File: src/rtl/counter_seq_pkg.sv
// Shared types and constants for the counter sequencer: FSM encoding, counter mode
// values and the default counter width.
package counter_seq_pkg;

  typedef enum logic [1:0] {
    StIdle = 2'd0,
    StLoad = 2'd1,
    StRun  = 2'd2,
    StDone = 2'd3
  } state_e;

  localparam logic MODO_COUNT = 1'b0;
  localparam logic MODO_LOAD  = 1'b1;

  localparam int unsigned CNT_W_DEFAULT = 4;

endpackage

File: src/rtl/counter_seq_arb.sv
// Combinational request-to-one-hot arbiter. With COUNTER_SEQ_ROUND_ROBIN_EN the search
// starts one past ptr; otherwise the lowest requesting index wins and ptr is ignored.
module counter_seq_arb #(
  parameter int unsigned N_REQ = 2,
  parameter int unsigned IDX_W = 1
) (
  input  logic [N_REQ-1:0] req,
  input  logic [IDX_W-1:0] ptr,
  output logic [N_REQ-1:0] gnt,
  output logic [IDX_W-1:0] idx,
  output logic             valid
);

`ifdef COUNTER_SEQ_ROUND_ROBIN_EN
  always_comb begin
    int unsigned cand;
    cand  = 0;
    gnt   = '0;
    idx   = '0;
    valid = 1'b0;
    for (int unsigned off = 0; off < N_REQ; off++) begin
      cand = (32'(ptr) + 1 + off) % N_REQ;
      if (!valid && req[IDX_W'(cand)]) begin
        valid = 1'b1;
        idx   = IDX_W'(cand);
      end
    end
    if (valid) gnt[idx] = 1'b1;
  end
`else
  logic unused_ptr;
  assign unused_ptr = ^ptr;

  always_comb begin
    gnt   = '0;
    idx   = '0;
    valid = 1'b0;
    for (int unsigned i = 0; i < N_REQ; i++) begin
      if (!valid && req[IDX_W'(i)]) begin
        valid = 1'b1;
        idx   = IDX_W'(i);
      end
    end
    if (valid) gnt[idx] = 1'b1;
  end
`endif

endmodule

File: src/rtl/counter_seq_ctrl.sv
// Sequencer/arbiter driving a shared loadable counter: grant, load start, count to stop,
// pulse done. COUNTER_SEQ_ROUND_ROBIN_EN selects round-robin instead of fixed priority.
module counter_seq_ctrl
  import counter_seq_pkg::*;
#(
  parameter int unsigned N_REQ = 2,
  parameter int unsigned CNT_W = CNT_W_DEFAULT
) (
  input  logic                   clk,
  input  logic                   rst,
  input  logic [N_REQ-1:0]       req,
  input  logic [N_REQ*CNT_W-1:0] start_val,
  input  logic [N_REQ*CNT_W-1:0] stop_val,
  output logic [N_REQ-1:0]       gnt,
  output logic [N_REQ-1:0]       done,
  output logic                   busy,
  output logic                   cnt_enb,
  output logic                   cnt_modo,
  output logic [CNT_W-1:0]       cnt_data,
  input  logic [CNT_W-1:0]       cnt_q
);

  localparam int unsigned IDX_W = $clog2(N_REQ);

  state_e           state_q, state_d;
  logic [IDX_W-1:0] win_q, win_d;
  logic [CNT_W-1:0] data_q, data_d;
  logic [CNT_W-1:0] stop_q, stop_d;
  logic [N_REQ-1:0] gnt_q, gnt_d;
  logic [N_REQ-1:0] done_q, done_d;

  logic [N_REQ-1:0] arb_gnt;
  logic [IDX_W-1:0] arb_idx;
  logic             arb_valid;
  logic [IDX_W-1:0] ptr;
  logic             ptr_upd;
  logic             win_req;
  logic             run_hit;

  counter_seq_arb #(
    .N_REQ (N_REQ),
    .IDX_W (IDX_W)
  ) u_arb (
    .req   (req),
    .ptr   (ptr),
    .gnt   (arb_gnt),
    .idx   (arb_idx),
    .valid (arb_valid)
  );

  assign win_req = req[win_q];
  assign run_hit = (cnt_q == stop_q);

  always_comb begin
    state_d  = state_q;
    win_d    = win_q;
    data_d   = data_q;
    stop_d   = stop_q;
    gnt_d    = gnt_q;
    done_d   = '0;
    cnt_enb  = 1'b0;
    cnt_modo = MODO_COUNT;
    ptr_upd  = 1'b0;
    unique case (state_q)
      StIdle: begin
        if (arb_valid) begin
          win_d   = arb_idx;
          data_d  = start_val[arb_idx*CNT_W +: CNT_W];
          stop_d  = stop_val[arb_idx*CNT_W +: CNT_W];
          gnt_d   = arb_gnt;
          state_d = StLoad;
        end
      end
      StLoad: begin
        cnt_modo = MODO_LOAD;
        if (!win_req) begin
          gnt_d   = '0;
          ptr_upd = 1'b1;
          state_d = StIdle;
        end else begin
          cnt_enb = 1'b1;
          state_d = StRun;
        end
      end
      StRun: begin
        // A dropped request wins over reaching the stop value: abort, no done pulse.
        if (!win_req) begin
          gnt_d   = '0;
          ptr_upd = 1'b1;
          state_d = StIdle;
        end else if (run_hit) begin
          done_d  = gnt_q;
          state_d = StDone;
        end else begin
          cnt_enb = 1'b1;
        end
      end
      StDone: begin
        gnt_d   = '0;
        ptr_upd = 1'b1;
        state_d = StIdle;
      end
      default: state_d = StIdle;
    endcase
  end

  always_ff @(posedge clk) begin
    if (!rst) begin
      state_q <= StIdle;
      win_q   <= '0;
      data_q  <= '0;
      stop_q  <= '0;
      gnt_q   <= '0;
      done_q  <= '0;
    end else begin
      state_q <= state_d;
      win_q   <= win_d;
      data_q  <= data_d;
      stop_q  <= stop_d;
      gnt_q   <= gnt_d;
      done_q  <= done_d;
    end
  end

`ifdef COUNTER_SEQ_ROUND_ROBIN_EN
  logic [IDX_W-1:0] ptr_q;

  // Reset to the last index so the first search starts at requester 0.
  always_ff @(posedge clk) begin
    if (!rst) begin
      ptr_q <= IDX_W'(N_REQ - 1);
    end else if (ptr_upd) begin
      ptr_q <= win_q;
    end
  end

  assign ptr = ptr_q;
`else
  logic unused_ptr_upd;
  assign unused_ptr_upd = ptr_upd;
  assign ptr            = '0;
`endif

  assign gnt      = gnt_q;
  assign done     = done_q;
  assign busy     = (state_q != StIdle);
  assign cnt_data = data_q;

endmodule

File: config.mk
export PLATFORM = sky130hd
export DESIGN_NAME = counter_seq_ctrl
export DESIGN_NICKNAME = d
export VERILOG_FILES = /design/src/rtl/counter_seq_pkg.sv /design/src/rtl/counter_seq_arb.sv /design/src/rtl/counter_seq_ctrl.sv
export SDC_FILE = /design/constraint.sdc
export NUM_CORES = 1
export LEC_CHECK = 0
export CAP_MARGIN = 20
export CELL_PAD_IN_SITES_DETAIL_PLACEMENT = 2
export CELL_PAD_IN_SITES_GLOBAL_PLACEMENT = 2
export CORE_MARGIN = 2
export CORE_UTILIZATION = 23
export CTS_BUF_LIST = sky130_fd_sc_hd__clkbuf_16
export DETAILED_ROUTE_END_ITERATION = 8
export HOLD_SLACK_MARGIN = 0.12
export PLACE_DENSITY = 0.73
export REMOVE_ABC_BUFFERS = 1
export SLEW_MARGIN = 20
export SYNTH_ARGS = -nofsm -noshare
export SYNTH_HDL_FRONTEND = slang
export SYNTH_SLANG_ARGS = --single-unit
File: constraint.sdc
create_clock -name clk -period 1.6 [get_ports clk]
set_input_delay 0.32 -clock clk [delete_from_list [all_inputs] [get_ports clk]]
set_output_delay 0.32 -clock clk [all_outputs]
set_load 0.05 [all_outputs]
==> flow_summary_export.csv, run 1 <==
group,metric,value,unit
sta,timing.setup.tns,-0.131,ns
finish,final_common_cell,"buf_4",
critical_path,r2r_slack,0.16,ns
finish,syn2layout_area_growth,70.0,%
critical_path,crit_arrival,1.41,ns
global_route,gr-usage-all-layers,0.140,
detailed_routing,drt_iter0_drc,11,
critical_path,worstSetupEndpointType,"output port",
global_route,top_usage_layer,"met2",
synthesis,synth_area,846,µm²
sta,fin_crit_sh,1.08,
power_and_ir_drop,vdd_drop_max,317,µV
die,die_h,64.6,µm
global_route,grt_pass1_wl,4490,µm
placement,place_area,1320,µm²
sta,finalWorstSetupSlack,-0.131,ns
global_route,grt_pass1_vias,962,
detailed_routing,wirelength,2670,µm
synthesis,synth_cell_type_count,30,
die,die_area,4180,µm²
sta,rsz0062_at_grt,"true",
clock_network,cts_tree,"done",
synthesis,ys_seq_elements,15,
finish,drive_gt1_frac,0.275,
finish,stdcell_count,190,
sta,maxSlewViolCount,0,
critical_path,critPathMaxFanout,3,
die,ios,35,
synthesis,syn_area_per_cell,8.72,µm²
die,num_rows,22,
sta,hold_viol,0,
finish,nNetsFinal,171,
run_status,status,"complete, but fails checks",
placement,portBuffers,34,
clock_network,clk_pin_slew,0.05,ns
global_route,antenna_found_initial,0,
placement,dp.cells,185,
clock_network,cts-buffers-inserted,3,
synthesis,synth_edf_count,0,
sta,worst_slew_pin_slew,0.298,ns
critical_path,endpoint,"cnt_enb",
die,core_area,3610,µm²
critical_path,setup.worst_path.start_class,"flip-flop",
finish,fin_area,1440,µm²
synthesis,seq_area_frac_synth,0.355,
global_route,grt.overflow.total,0,
finish,layout_common_cells,"18 x buf_4, 17 x clkdlybuf4s50_1, 16 x nor2_1",
synthesis,yosys_warnings,0,
die,die_w,64.6,µm
critical_path,critPathLaunch,"win_q$_SDFFE_PN0P_",
synthesis,netlist_instances,97,
finish,nFillCells,397,
critical_path,path_class,"reg -> out",
worst_hold_path,hold_class,"reg -> reg",
sta,skew,0.00104,ns
clock_network,insertion_delay,0.24,ns
clock_network,htreeDepth,1,
sta,relSlewSlack,0.800,
detailed_routing,drc_errors,0,
detailed_routing,num_vias,864,
detailed_routing,dr.pass1.iters,3,
global_route,grt_max_degree,17,
synthesis,ys.flop_type,"dfxtp_1",
critical_path,cp.required,1.28,ns
critical_path,rr_startpoint,"state_q[1]$_SDFFE_PN0P_",
global_route,grt_use_met1,0.152,
critical_path,r2r_cells,7,
sta,fin_crit,1.73,ns
power_and_ir_drop,p_per_area,984,nW/µm²
detailed_routing,ant_nets,0,
finish,finalCoreUtilization,0.399,
power_and_ir_drop,p_leak,0.597,nW
placement,place_congestion,0.788,
clock_network,clkSinkCount,15,
run_status,violations,"setup timing",
global_route,gr-usage-met3,0.0347,
clock_network,cts.path.max_buffers,2,
detailed_routing,wl_per_cell,14.0,µm
critical_path,r2r-end,"gnt[1]$_SDFFE_PN0P_",
finish,diodes,0,
detailed_routing,avgViaCountPerCell,4.55,
clock_network,clockRootBuffer,"clkbuf_16",
placement,place_hpwl,2110,µm
synthesis,async_flop_share,0,
job,drv_cap,0,
sta,setup_violations,1,
die,start_util,0.235,
sta,max_freq,578,MHz
global_route,grt.met2_usage,0.267,
## per-layer routing
layer  wire length, µm  vias to the layer above
li1                  -                      427
met1              1020                      407
met2              1490                       26
met3               127                        4
met4                32                        0
met5                 0                        -
## cell usage after synthesis, drive strengths merged, types with 2 or more instances
cell type | instances | share of area
nor2 | 17 | 0.078
a211oi | 9 | 0.080
a21oi | 4 | 0.024
o21ai | 2 | 0.012
nand3 | 3 | 0.018
xnor2 | 4 | 0.041
ha | 4 | 0.059
inv | 7 | 0.031
buf | 4 | 0.044
mux2i | 8 | 0.095
dfxtp | 15 | 0.36
nand2 | 4 | 0.018
## cells by family after synthesis
group	count (synthesis)	synth area share
compound gates	22	0.180
xor+xnor	4	0.0414
fa+ha+maj	4	0.0592
buf+inv	12	0.0799
flops	15	0.355
mux	9	0.112
simple gates	31	0.172
## what timing repair did
action / 4_1_cts / 5_1_grt
hold buffers: 0 / 0
pin swaps: 6 / 1
buffers inserted: 1 / 0
endpoints found under the setup margin: 3 / 9
gates resized for setup: 12 / 4
## worst min-delay path by stage
stage	startpoint	endpoint	slack, ns	cells after the start
final	gnt[1]$_SDFFE_PN0P_	done[1]$_SDFF_PN0_	0.47	2
after global routing	gnt[1]$_SDFFE_PN0P_	done[1]$_SDFF_PN0_	0.50	2
after CTS	gnt[1]$_SDFFE_PN0P_	done[1]$_SDFF_PN0_	0.48	2
after detailed placement	gnt[1]$_SDFFE_PN0P_	done[1]$_SDFF_PN0_	0.47	2
after global placement	gnt[1]$_SDFFE_PN0P_	done[1]$_SDFF_PN0_	0.46	2
after floorplan	rst	win_q$_SDFFE_PN0P_	0.43	2
## registers in the layout, summed over array words and instances, names as in the netlist
signal	flops
stop_q	4
gnt	2
win_q	1
state_q	2
cnt_data	4
done	2
## critical path, cell delays in order (launching register included)
cell and delay, ns:
dfxtp_2 0.34, mux2_4 0.32, and2_4 0.15, a22oi_2 0.13, nor2b_2 0.08, buf_12 0.15
## report_power, final
part           leakage, nW  total [mW]  internal, mW  switching (mW)
Combinational        0.429       0.495         0.235           0.260
Clock               0.0423       0.476         0.330           0.146
Sequential           0.125       0.443         0.415          0.0285
Total                0.597        1.41         0.980           0.434
## per-stage QoR
| step | hold slack (ns) | total power, mW | setup slack, ns |
|---|---|---|---|
| 2_1_floorplan | 0.434 | 0.692 | -0.492 |
| 3_3_place_gp | 0.457 | 0.908 | -0.273 |
| 6_report | 0.466 | 1.41 | -0.131 |
| 3_5_place_dp | 0.473 | 0.929 | -0.353 |
| 5_1_grt | 0.500 | 1.49 | -0.170 |
| 4_1_cts | 0.480 | 1.42 | -0.163 |
## cell type report
class | count | area (µm²) | area share
Timing Repair Buffer | 46 | 458 | 0.319
Sequential cell | 15 | 304 | 0.211
Tap cell | 48 | 60.1 | 0.0418
Clock inverter | 1 | 3.75 | 0.00261
Clock buffer | 3 | 75.1 | 0.0522
Inverter | 7 | 26.3 | 0.0183
Multi-Input combinational cell | 70 | 510 | 0.355
Power figures use the tool's default switching activity.
==> run 2: changes to the inputs <==
--- a/config.mk
+++ b/config.mk
@@ -8,6 +8,7 @@
 export CAP_MARGIN = 20
 export CELL_PAD_IN_SITES_DETAIL_PLACEMENT = 2
 export CELL_PAD_IN_SITES_GLOBAL_PLACEMENT = 2
+export CORE_ASPECT_RATIO = 1.75
 export CORE_MARGIN = 2
 export CORE_UTILIZATION = 23
 export CTS_BUF_LIST = sky130_fd_sc_hd__clkbuf_16
==> run 2 against run 1 <==
The run still ends with setup timing left; setup slack better by 0.0048 ns; sequential power hardly changed; sequential share of layout area rose by 0.26 points; fmax up 0.28%; hold slack improved by 0.015 ns; critical path type unchanged; design area decreased by 1.2%; critical path depth unchanged; via count is 2.3% higher; first-iteration DRC count did not move; final cell count fell by 2.6%; sequential cell count unchanged.
==> flow_summary_export.csv, run 2 (synthesis gave the netlist of run 1 again) <==
group,metric,value,unit
detailed_routing,drc_errors,0,
clock_network,holdBufCountCts,0,
run_status,violations,"setup timing",
detailed_routing,num_vias,884,
die,die_w,49.8,µm
critical_path,slowest_delay,0.33,ns
critical_path,crit_arrival,1.41,ns
clock_network,clk_pin_slew,0.05,ns
die,die_h,84.2,µm
finish,syn2layout_area_growth,67.9,%
placement,place_congestion,0.756,
sta,worst_slew_pin_slew,0.280,ns
sta,maxSlewViolCount,0,
die,core_area,3590,µm²
detailed_routing,avgViaCountPerCell,4.78,
finish,fin_area,1420,µm²
clock_network,clkSinkCount,15,
power_and_ir_drop,p_leak,0.575,nW
die,die_area,4200,µm²
global_route,grt_pass1_wl,4840,µm
detailed_routing,dr.pass1.iters,4,
sta,relSlewSlack,0.812,
power_and_ir_drop,vdd_drop_max,682,µV
die,ios,35,
global_route,grt_pass1_vias,1030,
critical_path,cp.required,1.28,ns
sta,hold_viol,0,
detailed_routing,wirelength,2920,µm
sta,fin_crit_sh,1.08,
sta,skew,0.00112,ns
critical_path,critPathMaxFanout,4,
die,start_util,0.235,
global_route,gr-usage-all-layers,0.157,
placement,place_area,1300,µm²
sta,setup_violations,1,
placement,portBuffers,34,
placement,pre_cts_slack,-0.352,ns
finish,stdcell_count,185,
worst_hold_path,hold_class,"reg -> reg",
detailed_routing,drt_iter0_drc,11,
die,num_rows,29,
critical_path,setup.worst_path.start_class,"flip-flop",
clock_network,cts.path.max_buffers,2,
critical_path,path_class,"reg -> out",
global_route,antenna_found_initial,0,
critical_path,cpMaxStageDelayCell,"dfxtp_2",
detailed_routing,ant_nets,0,
finish,diodes,0,
sta,fin_crit,1.73,ns
clock_network,htreeDepth,1,
finish,layout_common_cells,"17 x clkdlybuf4s50_1, 16 x nor2_1, 15 x buf_4",
finish,drive_gt1_frac,0.281,
placement,place_hpwl,2320,µm
finish,nNetsFinal,168,
critical_path,worstSetupEndpointType,"output port",
finish,nFillCells,391,
global_route,grt_max_degree,17,
clock_network,cts_tree,"done",
clock_network,cts-buffers-inserted,3,
power_and_ir_drop,p_per_area,1010,nW/µm²
sta,rsz0062_at_grt,"true",
sta,finalWorstSetupSlack,-0.126,ns
run_status,status,"complete, but fails checks",
placement,dp.cells,180,
detailed_routing,wl_per_cell,15.8,µm
job,drv_cap,0,
critical_path,crit_chain,"mux2_4, and2_4, a22oi_2, nor2b_2, buf_12",
clock_network,insertion_delay,0.25,ns
finish,final_common_cell,"clkdlybuf4s50_1",
global_route,grt.overflow.total,0,
sta,max_freq,579,MHz
clock_network,clockRootBuffer,"clkbuf_16",
finish,finalCoreUtilization,0.395,
power_and_ir_drop,totalPowerFinal,1.43,mW
==> run 2: cell types whose count changed in the layout (fill, tap and decap cells not counted) <==
cell,change
buf_4,-3
clkinv_2,+1
clkinvlp_4,+1
ha_1,-1
ha_2,+1
inv_1,-2
==> run 2: layer usage <==
metal,global-route usage,up-vias,wire length [µm]
li1,-,426,-
met1,0.139,427,1030
met2,0.303,26,1710
met3,0.0338,5,105
met4,0.101,0,80
met5,0,-,0
==> run 2: path summary, 6_finish.rpt <==
| path | cells past startpoint | to | from | slack, ns |
|---|---|---|---|---|
| min reg2reg | 2 | done[0]$_SDFF_PN0_ | gnt[0]$_SDFFE_PN0P_ | 0.48 |
| min | 2 | done[0]$_SDFF_PN0_ | gnt[0]$_SDFFE_PN0P_ | 0.48 |
| max | 5 | cnt_enb | win_q$_SDFFE_PN0P_ | -0.13 |
| max reg2reg | 7 | cnt_data[3]$_SDFFE_PN0P_ | state_q[0]$_SDFFE_PN0P_ | 0.13 |
==> run 2: power by group <==
part	total (mW)	internal [mW]	leakage, nW	switching, mW
Sequential	0.444	0.414	0.125	0.0301
Combinational	0.489	0.229	0.409	0.260
Clock	0.500	0.335	0.0409	0.165
==> run 2: timing repair <==
| action | in CTS | in global routing |
|---|---|---|
| setup buffers | 0 | 1 |
| resized for setup | 14 | 5 |
| endpoints found under the setup margin | 4 | 2 |
| pin swaps | 4 | 1 |
==> run 2: final cells by class <==
class / instances / area [µm²] / area share
Clock buffer: 3 / 75.1 / 0.0529
Sequential cell: 15 / 304 / 0.214
Clock inverter: 1 / 5.00 / 0.00352
Multi-Input combinational cell: 70 / 513 / 0.361
Tap cell: 46 / 57.6 / 0.0405
Timing Repair Buffer: 43 / 435 / 0.307
Inverter: 7 / 30.0 / 0.0211
==> run 2: worst max-delay path: cells and delay by family (launching register included) <==
| kind | cells | cell delay, ns |
|---|---|---|
| multiplexers | 1 | 0.33 |
| AND/OR/NAND/NOR | 2 | 0.22 |
| AO/OA/AOI/OAI | 1 | 0.13 |
| flip-flops | 1 | 0.33 |
| buffers and inverters | 1 | 0.15 |
==> run 2: per-stage QoR <==
| stage | TNS, ns | hold WS, ns |
|---|---|---|
| 2_1_floorplan | -0.782 | 0.434 |
| 3_3_place_gp | -1.96 | 0.461 |
| 3_5_place_dp | -2.93 | 0.480 |
| 4_1_cts | -0.154 | 0.487 |
| 5_1_grt | -0.193 | 0.537 |
| 6_report | -0.126 | 0.481 |
==> run 3: changes to the inputs <==
--- a/config.mk
+++ b/config.mk
@@ -10,13 +10,13 @@
 export CELL_PAD_IN_SITES_GLOBAL_PLACEMENT = 2
 export CORE_ASPECT_RATIO = 1.75
 export CORE_MARGIN = 2
-export CORE_UTILIZATION = 23
+export CORE_UTILIZATION = 21
 export CTS_BUF_LIST = sky130_fd_sc_hd__clkbuf_16
 export DETAILED_ROUTE_END_ITERATION = 8
+export GPL_TIMING_DRIVEN = 0
 export HOLD_SLACK_MARGIN = 0.12
-export PLACE_DENSITY = 0.73
+export PLACE_DENSITY = 0.7
 export REMOVE_ABC_BUFFERS = 1
-export SLEW_MARGIN = 20
 export SYNTH_ARGS = -nofsm -noshare
 export SYNTH_HDL_FRONTEND = slang
 export SYNTH_SLANG_ARGS = --single-unit
==> constraint.sdc (replaced) <==
create_clock -name clk -period 1.53 [get_ports clk]
set_input_delay 0.306 -clock clk [delete_from_list [all_inputs] [get_ports clk]]
set_output_delay 0.306 -clock clk [all_outputs]
set_load 0.05 [all_outputs]
==> run 3 against run 2 <==
The run still ends with setup timing left; routed wire length grew 3.6%; core utilization is 3.0 points lower; register-to-register slack got worse by 0.05 ns; sequential cell count unchanged; hold slack improved by 0.016 ns; count of clock-buffer cells in the layout did not move; global-route usage decreased by 2.3 points; setup slack worse by 0.12 ns; design area shrank 0.53%; total power is 3.3% higher; sequential power increased by 4%; critical endpoint unchanged; largest cell class unchanged; largest power group unchanged.
==> flow_summary_export.csv, run 3 (synthesis gave the netlist of run 1 again) <==
group,metric,value,unit
clock_network,insertion_delay,0.25,ns
critical_path,rr_startpoint,"win_q$_SDFFE_PN0P_",
critical_path,crit_chain,"mux2_4, and2_4, a22oi_2, nor2b_1, buf_6",
power_and_ir_drop,p_per_area,1050,nW/µm²
detailed_routing,ant_nets,0,
critical_path,crit_arrival,1.47,ns
sta,hold_viol,0,
sta,skew,0.00280,ns
detailed_routing,dr.pass1.iters,2,
worst_hold_path,holdPathStages,2,
detailed_routing,drc_errors,0,
sta,maxSlewViolCount,0,
detailed_routing,wl_per_cell,16.4,µm
detailed_routing,num_vias,882,
placement,place_hpwl,2140,µm
die,start_util,0.219,
die,die_area,4570,µm²
detailed_routing,m1WireLength,983,µm
finish,finalCoreUtilization,0.365,
critical_path,setup.worst_path.start_class,"flip-flop",
placement,place_congestion,0.729,
critical_path,critPathMaxFanout,4,
sta,max_freq,563,MHz
power_and_ir_drop,vdd_drop_max,413,µV
clock_network,cts_tree,"done",
critical_path,cpMaxStageDelayCell,"dfxtp_4",
sta,fin_crit_sh,1.16,
global_route,grt.overflow.total,0,
critical_path,slowest_delay,0.35,ns
worst_hold_path,hold_class,"reg -> reg",
finish,syn2layout_area_growth,67.0,%
worst_hold_path,whs_endpoint,"done[1]$_SDFF_PN0_",
power_and_ir_drop,p_leak,0.599,nW
sta,setup_violations,1,
critical_path,worstSetupEndpointType,"output port",
critical_path,r2r_cells,5,
run_status,status,"complete, but fails checks",
finish,drive_gt1_frac,0.226,
global_route,gr-usage-all-layers,0.134,
global_route,grt_pass1_wl,4530,µm
clock_network,cts.path.max_buffers,2,
placement,pre_cts_slack,-1.15,ns
run_status,violations,"setup timing",
sta,fin_crit,1.78,ns
finish,multi_input_comb_area,523,µm²
die,ios,35,
finish,nNetsFinal,166,
critical_path,path_class,"reg -> out",
clock_network,holdBufCountCts,0,
global_route,grt_max_degree,17,
clock_network,htreeDepth,1,
placement,portBuffers,34,
finish,seqCellArea,305,µm²
job,drv_cap,0,
clock_network,clkSinkCount,15,
die,die_w,52.0,µm
critical_path,r2r_slack,0.08,ns
worst_hold_path,hp-start,"gnt[1]$_SDFFE_PN0P_",
clock_network,clk_pin_slew,0.05,ns
detailed_routing,met2WireLength,1830,µm
detailed_routing,drt_iter0_drc,7,
critical_path,r2r-end,"state_q[0]$_SDFFE_PN0P_",
critical_path,cp.required,1.22,ns
power_and_ir_drop,totalPowerFinal,1.48,mW
detailed_routing,wl_met3,118,µm
sta,relSlewSlack,0.667,
sta,rsz0062_at_grt,"true",
global_route,grt_pass1_vias,974,
finish,stdcell_count,185,
detailed_routing,wirelength,3030,µm
finish,nFillCells,432,
die,die_h,88.0,µm
die,num_rows,30,
die,core_area,3870,µm²
finish,diodes,0,
sta,worst_slew_pin_slew,0.502,ns
detailed_routing,routed.top_layer,"met4",
placement,dp.cells,174,
detailed_routing,avgViaCountPerCell,4.77,
global_route,antenna_found_initial,0,
sta,finalWorstSetupSlack,-0.248,ns
clock_network,clockRootBuffer,"clkbuf_16",
clock_network,cts-buffers-inserted,3,
finish,final_common_cell,"clkdlybuf4s50_1",
finish,layout_common_cells,"17 x clkdlybuf4s50_1, 16 x nor2_1, 13 x dfxtp_1",
==> run 3: cell count changes in the layout (fill, tap and decap cells not counted), moves of 2 or more <==
cell	delta
buf_12	-4
buf_4	-8
buf_6	+2
clkdlybuf4s15_2	+3
dfxtp_2	-2
dlymetal6s2s_1	+4
==> run 3: layout make-up <==
class,instances,area share
timing repair buffer,41,0.291
tap,48,0.0425
clock inverter,1,0.00354
multi-input combinational,70,0.370
sequential,15,0.216
inverter,7,0.0230
clock buffer,3,0.0531
==> run 3: stage by stage <==
stage          instance area (µm²)  setup TNS, ns  hold WS, ns
2_1_floorplan                  805          -1.48        0.420
6_report                      1410         -0.248        0.497
3_5_place_dp                  1200          -7.11        0.488
4_1_cts                       1310         -0.245        0.492
3_3_place_gp                  1200          -6.42        0.470
5_1_grt                       1410         -0.332        0.520
==> run 3: power breakdown <==
group	switching, mW	internal (mW)
clock	0.180	0.350
combinational	0.275	0.213
sequential	0.0313	0.431
total	0.486	0.994
==> run 3: timing repair <==
item | CTS | global route
gates resized for setup | 43 | 14
pin swaps | 2 | 6
endpoints found under the setup margin | 24 | 16
setup buffers | 2 | 5
==> run 3: how the worst max path moves through the flow <==
| stage | slack [ns] | start | cells after the start | end |
|---|---|---|---|---|
| after floorplan | -0.55 | state_q[1]$_SDFFE_PN0P_ | 4 | cnt_enb |
| final | -0.25 | win_q$_SDFFE_PN0P_ | 5 | cnt_enb |
| after detailed placement | -1.15 | req[1] | 6 | cnt_enb |
| after global routing | -0.30 | win_q$_SDFFE_PN0P_ | 5 | cnt_enb |
| after CTS | -0.24 | state_q[1]$_SDFFE_PN0P_ | 4 | cnt_enb |
| after global placement | -1.14 | req[1] | 6 | cnt_enb |
==> run 3: worst max-delay path, delay by kind of cell, from the launching register on <==
kind,cells,cell delay [ns]
flops,1,0.35
mux,1,0.33
simple gates,2,0.23
compound gates,1,0.16
buf+inv,1,0.15
==> run 3: metal layers <==
metal  GRT usage  vias up
met1       0.123      426
met4      0.0502        0
met3      0.0188        9
met5           0        -
met2       0.277       29
li1            -      418
==> RTL edit (settings of run 2) <==
`N_REQ` is set to 2 in 2 places; all go to 4.
--- a/src/rtl/counter_seq_arb.sv
+++ b/src/rtl/counter_seq_arb.sv
@@ -1,7 +1,7 @@
 // Combinational request-to-one-hot arbiter. With COUNTER_SEQ_ROUND_ROBIN_EN the search
 // starts one past ptr; otherwise the lowest requesting index wins and ptr is ignored.
 module counter_seq_arb #(
-  parameter int unsigned N_REQ = 2,
+  parameter int unsigned N_REQ = 4,
   parameter int unsigned IDX_W = 1
 ) (
   input  logic [N_REQ-1:0] req,
--- a/src/rtl/counter_seq_ctrl.sv
+++ b/src/rtl/counter_seq_ctrl.sv
@@ -3,7 +3,7 @@
 module counter_seq_ctrl
   import counter_seq_pkg::*;
 #(
-  parameter int unsigned N_REQ = 2,
+  parameter int unsigned N_REQ = 4,
   parameter int unsigned CNT_W = CNT_W_DEFAULT
 ) (
   input  logic                   clk,
Ports: changed (5 resized); port bits go from 35 to 57. The function was not compared with the original's and may differ.
==> RTL edit against run 2 <==
- the run still ends with setup timing left
- first-iteration DRC count up 82%
- total power increased by 31%
- worst hold slack lost 0.011 ns
- final area rose by 48%
- via count increased by 51%
- area after synthesis up 35%
- setup slack worse by 0.020 ns
- sequential cell count grew 5
- non-clock buffer count grew 34
- clock skew barely moved
- sequential share of layout area decreased by 2.1 points
- global-route usage is 1.6 points higher
- routed wire length rose by 63%
==> RTL edit: results (changes against run 2) <==
Status
  • Outcome: finished with violations
  • Failing checks: setup timing

Logic synthesis
  • Synth Area in Adders: 0.0438 (-0.0154)
  • Post-synthesis sequential area ratio: 0.350 (-0.00492)
  • Compound-Gate Fraction of Synth Area: 0.322 (+0.141)
  • Top post-synthesis cells by count: dfxtp_1, nand2_1, o21ai_0
  • Warnings from Yosys: 0 (unchanged)
  • Mux cell area share after synthesis: 0.0372 (-0.0752)
  • Yosys cell types: 38 (+27%)
  • Most area-consuming cells after synthesis: dfxtp_1, o211a_1, o2111ai_1
  • Synth Area in XOR/XNOR: 0.0306 (-0.0108)

Pwr
  • Clock power frac: 0.379 (+0.030)
  • P_int: 1.33 mW (+36%)
  • Largest vdd supply drop: 0.453 mV (-34%)
  • Gate power share: 0.317 (-0.025)
  • Static leakage: 0.871 nW (+52%)

Setup path
  • Worst path max stage delay: 0.55 ns (+0.22 ns)
  • Worst flop-to-flop path endpoint: state_q[0]
  • Crit path max-delay family: multiplexers
  • Worst Setup EP: cnt_enb
  • CP Max Fanout: 2 (-2)
  • Worst Setup SP: win_q[1]
  • FF-to-FF setup slack: -0.10 ns (-0.23 ns)
  • Crit-path slowest cell: mux4_2
  • Worst reg2reg path depth: 5 (-2)
  • WP data arrival: 1.43 ns (+0.02 ns)

Finish
  • Share of cells above drive strength 1: 0.313 (+0.0326)
  • Fill count: 530 (+36%)
  • Final #Nets: 245 (+46%)
  • Inserted Diodes: 0 (unchanged)

Routing
  • DR iter-0 viols: 20 (+9)
  • Detailed Routing Iterations Pass 1: 4 (unchanged)
  • Max layer used: met4
  • Met3 Routed Length: 267 um (+150%)
  • Met1 WL: 1680 um (+63%)
  • DR WL met2: 2690 um (+58%)
  • Via count: 1,339 (+51%)
  • Avg WL per Cell: 18.9 um (+20%)

STA
  • Worst Skew: 0.000992 ns (-0.000133 ns)
  • Final WS setup: -0.146 ns (-0.0197 ns)
  • Setup TNS Final: -0.763 ns (-0.637 ns)
  • Worst rel slew slack: 0.792 (-0.0203)
  • Final setup violation count: 11 (+10)
  • WHS: 0.470 ns (-0.0107 ns)

Global routing
  • M1 GR Usage: 0.183 (+0.0446)
  • First-pass GRT wire length: 7590 um (+57%)
  • Vias in the first global route: 1,511 (+47%)
  • Largest net degree at the start of global routing: 23 (+6)
  • Met3 GRT Util: 0.0266 (-0.00718)
  • Grt met2 use: 0.329 (+0.0259)
  • GRT Util Overall: 0.173 (+0.0158)

Placed design
  • Area after DPL: 0.00190 mm2 (+46%)
  • Final GP Congestion: 0.776 (+2.6%)
  • Input/output buffers: 56 (+65%)
  • Final HPWL DP: 3700 um (+59%)

Worst hold path
  • Worst hold start: gnt[1]
  • WHS Path Cells: 2 (unchanged)
  • Hold EP: gnt[1]

Clock network
  • Clock latency on the worst-skew pair: 0.26 ns
RTL edit: layout make-up:
type | count | area, um2 | share of cell area
clock buffer | 3 | 75.1 | 0.0358
timing repair buffer | 77 | 749 | 0.357
clock inverter | 1 | 30.0 | 0.0143
sequential | 20 | 404 | 0.193
tap | 54 | 67.6 | 0.0322
multi-input combinational | 93 | 756 | 0.360
inverter | 4 | 15.0 | 0.00716
RTL edit: per-stage QoR:
stage | worst slack [ns] | instances | power (mW)
2_1_floorplan | -0.419 | 117 | 0.820
3_3_place_gp | -0.392 | 244 | 1.11
3_5_place_dp | -0.499 | 244 | 1.13
4_1_cts | -0.157 | 250 | 1.87
5_1_grt | -0.212 | 252 | 1.95
6_report | -0.146 | 252 | 1.87
RTL edit: what timing repair did:
action	CTS	global route
resized for setup	21	7
setup endpoints to repair	22	22
gates cloned	0	0
buffers inserted	2	2
pin swaps	9	1
